File: config.mk
export PLATFORM = sky130hd
export DESIGN_NAME = sw_lap_ctrl
export DESIGN_NICKNAME = d
export VERILOG_FILES = /design/src/rtl/sw_lap_ctrl.sv
export SDC_FILE = /design/constraint.sdc
export NUM_CORES = 1
export LEC_CHECK = 0
export BUFFER_PORTS_ARGS = -buffer_cell sky130_fd_sc_hd__clkbuf_2
export CORE_ASPECT_RATIO = 1.25
export CORE_MARGIN = 2
export CORE_UTILIZATION = 40
export DETAILED_ROUTE_END_ITERATION = 10
export GPL_ROUTABILITY_DRIVEN = 0
export GPL_TIMING_DRIVEN = 0
export SLEW_MARGIN = 20
export SYNTH_ARGS = -nofsm -noshare
export SYNTH_HDL_FRONTEND = slang
export SYNTH_SLANG_ARGS = --single-unit
File: constraint.sdc
create_clock -name clk -period 2.8 [get_ports clk]
set_input_delay 0.28 -clock clk [delete_from_list [all_inputs] [get_ports clk]]
set_output_delay 0.28 -clock clk [all_outputs]
set_load 0.005 [all_outputs]
File: src/rtl/sw_lap_ctrl.sv
//------------------------------------------------------------------------------
// sw_lap_ctrl : stopwatch mode FSM, lap capture buffer and display source select.
// Optional macro LAP_REVIEW_EN builds the REVIEW state for browsing stored laps.
// Revision: 1.0
//------------------------------------------------------------------------------
`default_nettype none

module sw_lap_ctrl #(
    parameter int LAP_DEPTH   = 4,
    parameter int HOLD_CYCLES = 200000000
) (
    input  logic                           clk,
    input  logic                           rst_n,
    input  logic                           start_p,
    input  logic                           stop_p,
    input  logic                           clear_p,
    input  logic                           lap_p,
    input  logic [3:0]                     live_min,
    input  logic [3:0]                     live_st,
    input  logic [3:0]                     live_su,
    input  logic [3:0]                     live_ten,
    output logic                           sw_start,
    output logic                           sw_stop,
    output logic                           sw_clear,
    output logic [3:0]                     disp_min,
    output logic [3:0]                     disp_st,
    output logic [3:0]                     disp_su,
    output logic [3:0]                     disp_ten,
    output logic                           lap_view,
    output logic [$clog2(LAP_DEPTH+1)-1:0] lap_cnt,
    output logic                           lap_full,
    output logic                           running
);

    localparam int c_CW = $clog2(LAP_DEPTH + 1);
    localparam int c_IW = $clog2(LAP_DEPTH);
    localparam int c_HW = $clog2(HOLD_CYCLES);

    typedef enum logic [1:0] {
        S_IDLE   = 2'd0,
        S_RUN    = 2'd1,
        S_PAUSED = 2'd2
`ifdef LAP_REVIEW_EN
        , S_REVIEW = 2'd3
`endif
    } state_t;

    state_t            r_state, w_state_nxt;
    logic              r_sw_start, r_sw_stop, r_sw_clear;
    logic              w_cmd_start, w_cmd_stop, w_cmd_clear;
    logic [15:0]       r_disp, w_disp_nxt;
    logic              r_lap_view, w_view_nxt;
    logic [c_CW-1:0]   r_lap_cnt, w_cnt_nxt;
    logic              r_lap_full, r_running;
    logic [c_HW-1:0]   r_hold, w_hold_nxt;
    logic [15:0]       r_slots [LAP_DEPTH];
    logic              w_accept, w_holding;
    logic              w_clr, w_stp, w_sta, w_lap;
    logic [15:0]       w_live;

`ifdef LAP_REVIEW_EN
    logic [c_IW-1:0]   r_idx, w_idx_nxt;
    logic              w_idx_last;
    assign w_idx_last = (c_CW'(r_idx) + c_CW'(1)) == r_lap_cnt;
`endif

    assign w_live = {live_min, live_st, live_su, live_ten};

    // Only the highest-priority pulse of a cycle survives
    assign w_clr = clear_p;
    assign w_stp = stop_p & ~clear_p;
    assign w_sta = start_p & ~stop_p & ~clear_p;
    assign w_lap = lap_p & ~start_p & ~stop_p & ~clear_p;

    always_comb begin
        w_state_nxt = r_state;
        w_cmd_start = 1'b0;
        w_cmd_stop  = 1'b0;
        w_cmd_clear = 1'b0;
        w_accept    = 1'b0;
        w_cnt_nxt   = r_lap_cnt;
`ifdef LAP_REVIEW_EN
        w_idx_nxt   = r_idx;
`endif
        case (r_state)
            S_IDLE: begin
                if (w_sta) begin
                    w_state_nxt = S_RUN;
                    w_cmd_start = 1'b1;
                end else if (w_clr) begin
                    w_cmd_clear = 1'b1;
                end
            end
            S_RUN: begin
                if (w_stp) begin
                    w_state_nxt = S_PAUSED;
                    w_cmd_stop  = 1'b1;
                end else if (w_lap && !r_lap_full) begin
                    w_accept  = 1'b1;
                    w_cnt_nxt = r_lap_cnt + c_CW'(1);
                end
            end
            S_PAUSED: begin
                if (w_sta) begin
                    w_state_nxt = S_RUN;
                    w_cmd_start = 1'b1;
                end else if (w_clr) begin
                    w_state_nxt = S_IDLE;
                    w_cmd_clear = 1'b1;
                    w_cnt_nxt   = '0;
                end
`ifdef LAP_REVIEW_EN
                else if (w_lap && (r_lap_cnt != '0)) begin
                    w_state_nxt = S_REVIEW;
                    w_idx_nxt   = '0;
                end
`endif
            end
`ifdef LAP_REVIEW_EN
            S_REVIEW: begin
                if (w_sta) begin
                    w_state_nxt = S_RUN;
                    w_cmd_start = 1'b1;
                end else if (w_clr) begin
                    w_state_nxt = S_IDLE;
                    w_cmd_clear = 1'b1;
                    w_cnt_nxt   = '0;
                end else if (w_stp) begin
                    w_state_nxt = S_PAUSED;
                end else if (w_lap) begin
                    w_idx_nxt = w_idx_last ? '0 : r_idx + c_IW'(1);
                end
            end
`endif
            default: w_state_nxt = S_IDLE;
        endcase

        // Hold survives only while staying in RUN; a fresh lap restarts it
        w_holding  = (r_state == S_RUN) && (w_state_nxt == S_RUN) && (r_hold != '0);
        w_hold_nxt = '0;
        w_view_nxt = 1'b0;
        w_disp_nxt = w_live;
        if (w_accept) begin
            w_hold_nxt = c_HW'(HOLD_CYCLES - 1);
            w_view_nxt = 1'b1;
        end else if (w_holding) begin
            w_hold_nxt = r_hold - c_HW'(1);
            w_view_nxt = 1'b1;
            w_disp_nxt = r_disp;
        end
`ifdef LAP_REVIEW_EN
        if (w_state_nxt == S_REVIEW) begin
            w_view_nxt = 1'b1;
            w_disp_nxt = r_slots[w_idx_nxt];
        end
`endif
    end

    always_ff @(posedge clk) begin
        if (!rst_n) begin
            r_state    <= S_IDLE;
            r_sw_start <= 1'b0;
            r_sw_stop  <= 1'b0;
            r_sw_clear <= 1'b0;
            r_disp     <= '0;
            r_lap_view <= 1'b0;
            r_lap_cnt  <= '0;
            r_lap_full <= 1'b0;
            r_running  <= 1'b0;
            r_hold     <= '0;
`ifdef LAP_REVIEW_EN
            r_idx      <= '0;
`endif
        end else begin
            r_state    <= w_state_nxt;
            r_sw_start <= w_cmd_start;
            r_sw_stop  <= w_cmd_stop;
            r_sw_clear <= w_cmd_clear;
            r_disp     <= w_disp_nxt;
            r_lap_view <= w_view_nxt;
            r_lap_cnt  <= w_cnt_nxt;
            r_lap_full <= (w_cnt_nxt == c_CW'(LAP_DEPTH));
            r_running  <= (w_state_nxt == S_RUN);
            r_hold     <= w_hold_nxt;
`ifdef LAP_REVIEW_EN
            r_idx      <= w_idx_nxt;
`endif
        end
    end

    // Slot storage is never cleared; lap_cnt alone bounds what is reachable
    always_ff @(posedge clk) begin
        if (w_accept) begin
            r_slots[r_lap_cnt[c_IW-1:0]] <= w_live;
        end
    end

    assign sw_start = r_sw_start;
    assign sw_stop  = r_sw_stop;
    assign sw_clear = r_sw_clear;
    assign {disp_min, disp_st, disp_su, disp_ten} = r_disp;
    assign lap_view = r_lap_view;
    assign lap_cnt  = r_lap_cnt;
    assign lap_full = r_lap_full;
    assign running  = r_running;

endmodule

`default_nettype wire
==> impl_metrics.toml <==
[finish]
antennaDiodeCount = 0
synthToLayoutAreaGrowth_pct = 16.2
final_cell_area_mm2 = 0.00301
fillers = 597
layout-drive-gt1-share_pct = 20.1
register_area_mm2 = 0.00110
multi_input_area_mm2 = 0.00140
fin_nets = 367
fin_util_pct = 48.5

[pwr]
max-vdd-ir-drop_v = 0.000283
p_leak_nw = 1.34
p_per_area_mw_per_mm2 = 459
p_total_mw = 1.38

[sta]
rsz0062_at_grt = "no"
max_freq_mhz = 411
relSlewSlack_pct = 46.5
drv_slew = 0
finClkSkew_ns = 0.0149
tightest_slew_ns = 0.796
setup-tns-final_ns = 0
period_share_pct = 87.0
finalHoldViolations = 0
setup_viol = 0
min_period_ns = 2.44

[logic_synthesis]
synth.area.top_cells = "dfxtp_1 42%, mux2i_1 6.2%, nand2_1 5.9%, xnor2_1 3.7%, xor2_1 3.7%"
async_reset_ff_share_pct = 0
avgSynthCellArea_um2 = 9.06
yosysWarnings = 0
synthesis.area_mm2 = 0.00259
synth_seq_cells = 55
synth-edff-count = 0
synth_cell_types = 42
ys_seq_area_share_pct = 42.5
synthCells = 286
syn_nets = 315
synth_top_area_share_pct = 42.5
synth_area_leader_cell = "dfxtp_1"
synth_flop_cell = "dfxtp_1"

[detailed_routing]
ant_nets = 0
dr_total_vias = 2193
firstDrtPassIters = 4
wl_per_cell_um = 12.7
routed_via_density = 5.18
route.detailed.drc = 0
drt_iter0_markers = 67
drt_wl_total_um = 5380

[worst_setup_path]
crit_type = "flop to flop"
cp.arrival_ns = 2.61
critPathRequiredTime_ns = 2.97
start_kind = "flop"
endpoint_kind = "flop"
worstReg2RegEnd = "r_hold[19]$_SDFF_PN0_"
reg2reg_from = "r_hold[4]$_SDFF_PN0_"
worstPathMaxFanout = 8
regToRegSetupSlack_ns = 0.36
ff2ff_path_depth = 5

[clock_tree]
clock_sinks = 55
cts.clk_slew.worst_paths_ns = 0.10
clk_latency_ns = 0.30
cts_max_path_buffers = 2
hold_buffers = 0
cts_tree = "yes"
cts_made_buffers = 5
cts_max_level = 2
cts-root-buf = "clkbuf_8"
post-cts-setup-buffers = 0
cts_resized = 0

[global_routing]
grt_max_degree = 16
antenna_found_initial = 0
grt_pass1_vias = 2096
grt_use_total_pct = 15.9
grt-ovfl-total = 0
grt_first_pass_wirelength_um = 9340

[placed_design]
portBuffers = 45
dp_hpwl_um = 3950
dpl_cell_area_mm2 = 0.00292

[worst_hold_path]
min_to = "r_disp[8]$_SDFFE_PN0P_"
min_path_cells = 3
hold_path.class = "input port to flop"
min_from = "live_st[0]"

[run]
drv_cap = 0

[floorplan]
rows = 32
ios = 47
die_w_um = 76.0
die_area_mm2 = 0.00715
die_y_um = 94.0
start_util_pct = 41.8
core_area_mm2 = 0.00621

[outcome]
status = "complete, no violations"
[sequential cells by signal, indices dropped and copies added, names as in the netlist]
| register | cells |
|---|---|
| lap_cnt | 3 |
| lap_full | 1 |
| lap_view | 1 |
| r_disp | 16 |
| r_hold | 28 |
| r_state | 2 |
| running | 1 |
| sw_clear | 1 |
| sw_start | 1 |
| sw_stop | 1 |
[layout by cell type, fill, tap and decap left out, types with 4 or more instances in the layout]
cell / synthesis / layout
a211oi_1: 5 / 5
a21oi_1: 8 / 8
and3_1: 10 / 10
clkbuf_1: 8 / 8
clkbuf_2: 0 / 45
clkbuf_8: 0 / 6
dfxtp_1: 55 / 55
ha_1: 7 / 7
inv_1: 7 / 7
mux2i_1: 16 / 16
nand2_1: 41 / 41
nand2b_1: 5 / 5
nand3_1: 4 / 4
nor2_1: 12 / 12
nor3_1: 18 / 18
nor4_1: 7 / 7
o21a_1: 10 / 10
o21ai_0: 11 / 11
or3_1: 4 / 4
xnor2_1: 11 / 11
xor2_1: 11 / 11
[power by group]
group	switching [mW]	internal, mW	total (mW)
clock	0.244	0.195	0.439
sequential	0.00959	0.799	0.809
combinational	0.0743	0.0605	0.135
[worst max-delay path: stages (launching register included)]
cell and delay, ns:
dfxtp_1 0.39, nor4_2 0.75, nand4_1 0.52, nor4_1 0.38
xnor2_1 0.16, o21ai_0 0.10
[cell type report]
type                    instances  area share (%)
plain buffers                  11            1.91
clock buffers                   6            2.74
clock inverters                 1           0.166
inverters                       8           0.997
multi-input cells             212            46.6
flip-flops and latches         55            36.6
well taps                      85            3.53
repair buffers                 45            7.48
[synthesized netlist by cell type (3+ instances only)]
library cell  instances
mux2i_1              16
or2_2                 3
ha_1                  7
or4_4                 3
nor3_1               18
nand3_1               4
xnor2_1              11
a31oi_1               3
xor2_1               11
o21a_1               10
and3_1               10
clkbuf_1              8
dfxtp_1              55
a211oi_1              5
a21oi_1               8
o21ai_0              11
nor4_1                7
nor2_1               12
inv_1                 7
nand4_1               3
nand2_1              41
or3_1                 4
nand2b_1              5
[metal layers]
metal  vias to the layer above  track usage, %  share of wire [%]
li1                       1111               -                  -
met3                         8            3.85                5.3
met1                      1012            18.8                 46
met2                        62            28.1                 48
met4                         0            6.06                1.4
met5                         -               0                  0
[cell families (layout without fill, tap and decap cells)]
group | Yosys count | in the layout | synth area share, %
buf+inv | 19 | 71 | 3.38
flops | 55 | 55 | 42.5
xor+xnor | 22 | 22 | 7.43
fa+ha+maj | 7 | 7 | 3.38
mux | 16 | 16 | 6.18
simple gates | 124 | 124 | 26.4
compound gates | 43 | 43 | 10.7
[metrics by stage]
stage                     hold slack, ns  setup WS [ns]  std cells
final                              0.194          0.365        423
after global routing               0.197          0.160        423
after CTS                          0.185          0.357        423
after detailed placement           0.453          0.395        416
after global placement             0.444          0.440        416
after floorplan                    0.419          0.601        286
[worst max-delay path by stage]
| stage | endpoint | startpoint |
|---|---|---|
| final | r_hold[19]$_SDFF_PN0_ | r_hold[4]$_SDFF_PN0_ |
| after floorplan | r_hold[17]$_SDFF_PN0_ | r_hold[20]$_SDFF_PP0_ |
| after global placement | r_hold[14]$_SDFF_PN0_ | r_hold[4]$_SDFF_PN0_ |
| after CTS | r_hold[19]$_SDFF_PN0_ | r_hold[4]$_SDFF_PN0_ |
| after detailed placement | r_hold[19]$_SDFF_PN0_ | r_hold[4]$_SDFF_PN0_ |
| after global routing | r_hold[19]$_SDFF_PN0_ | r_hold[4]$_SDFF_PN0_ |
Power figures use the tool's default switching activity.
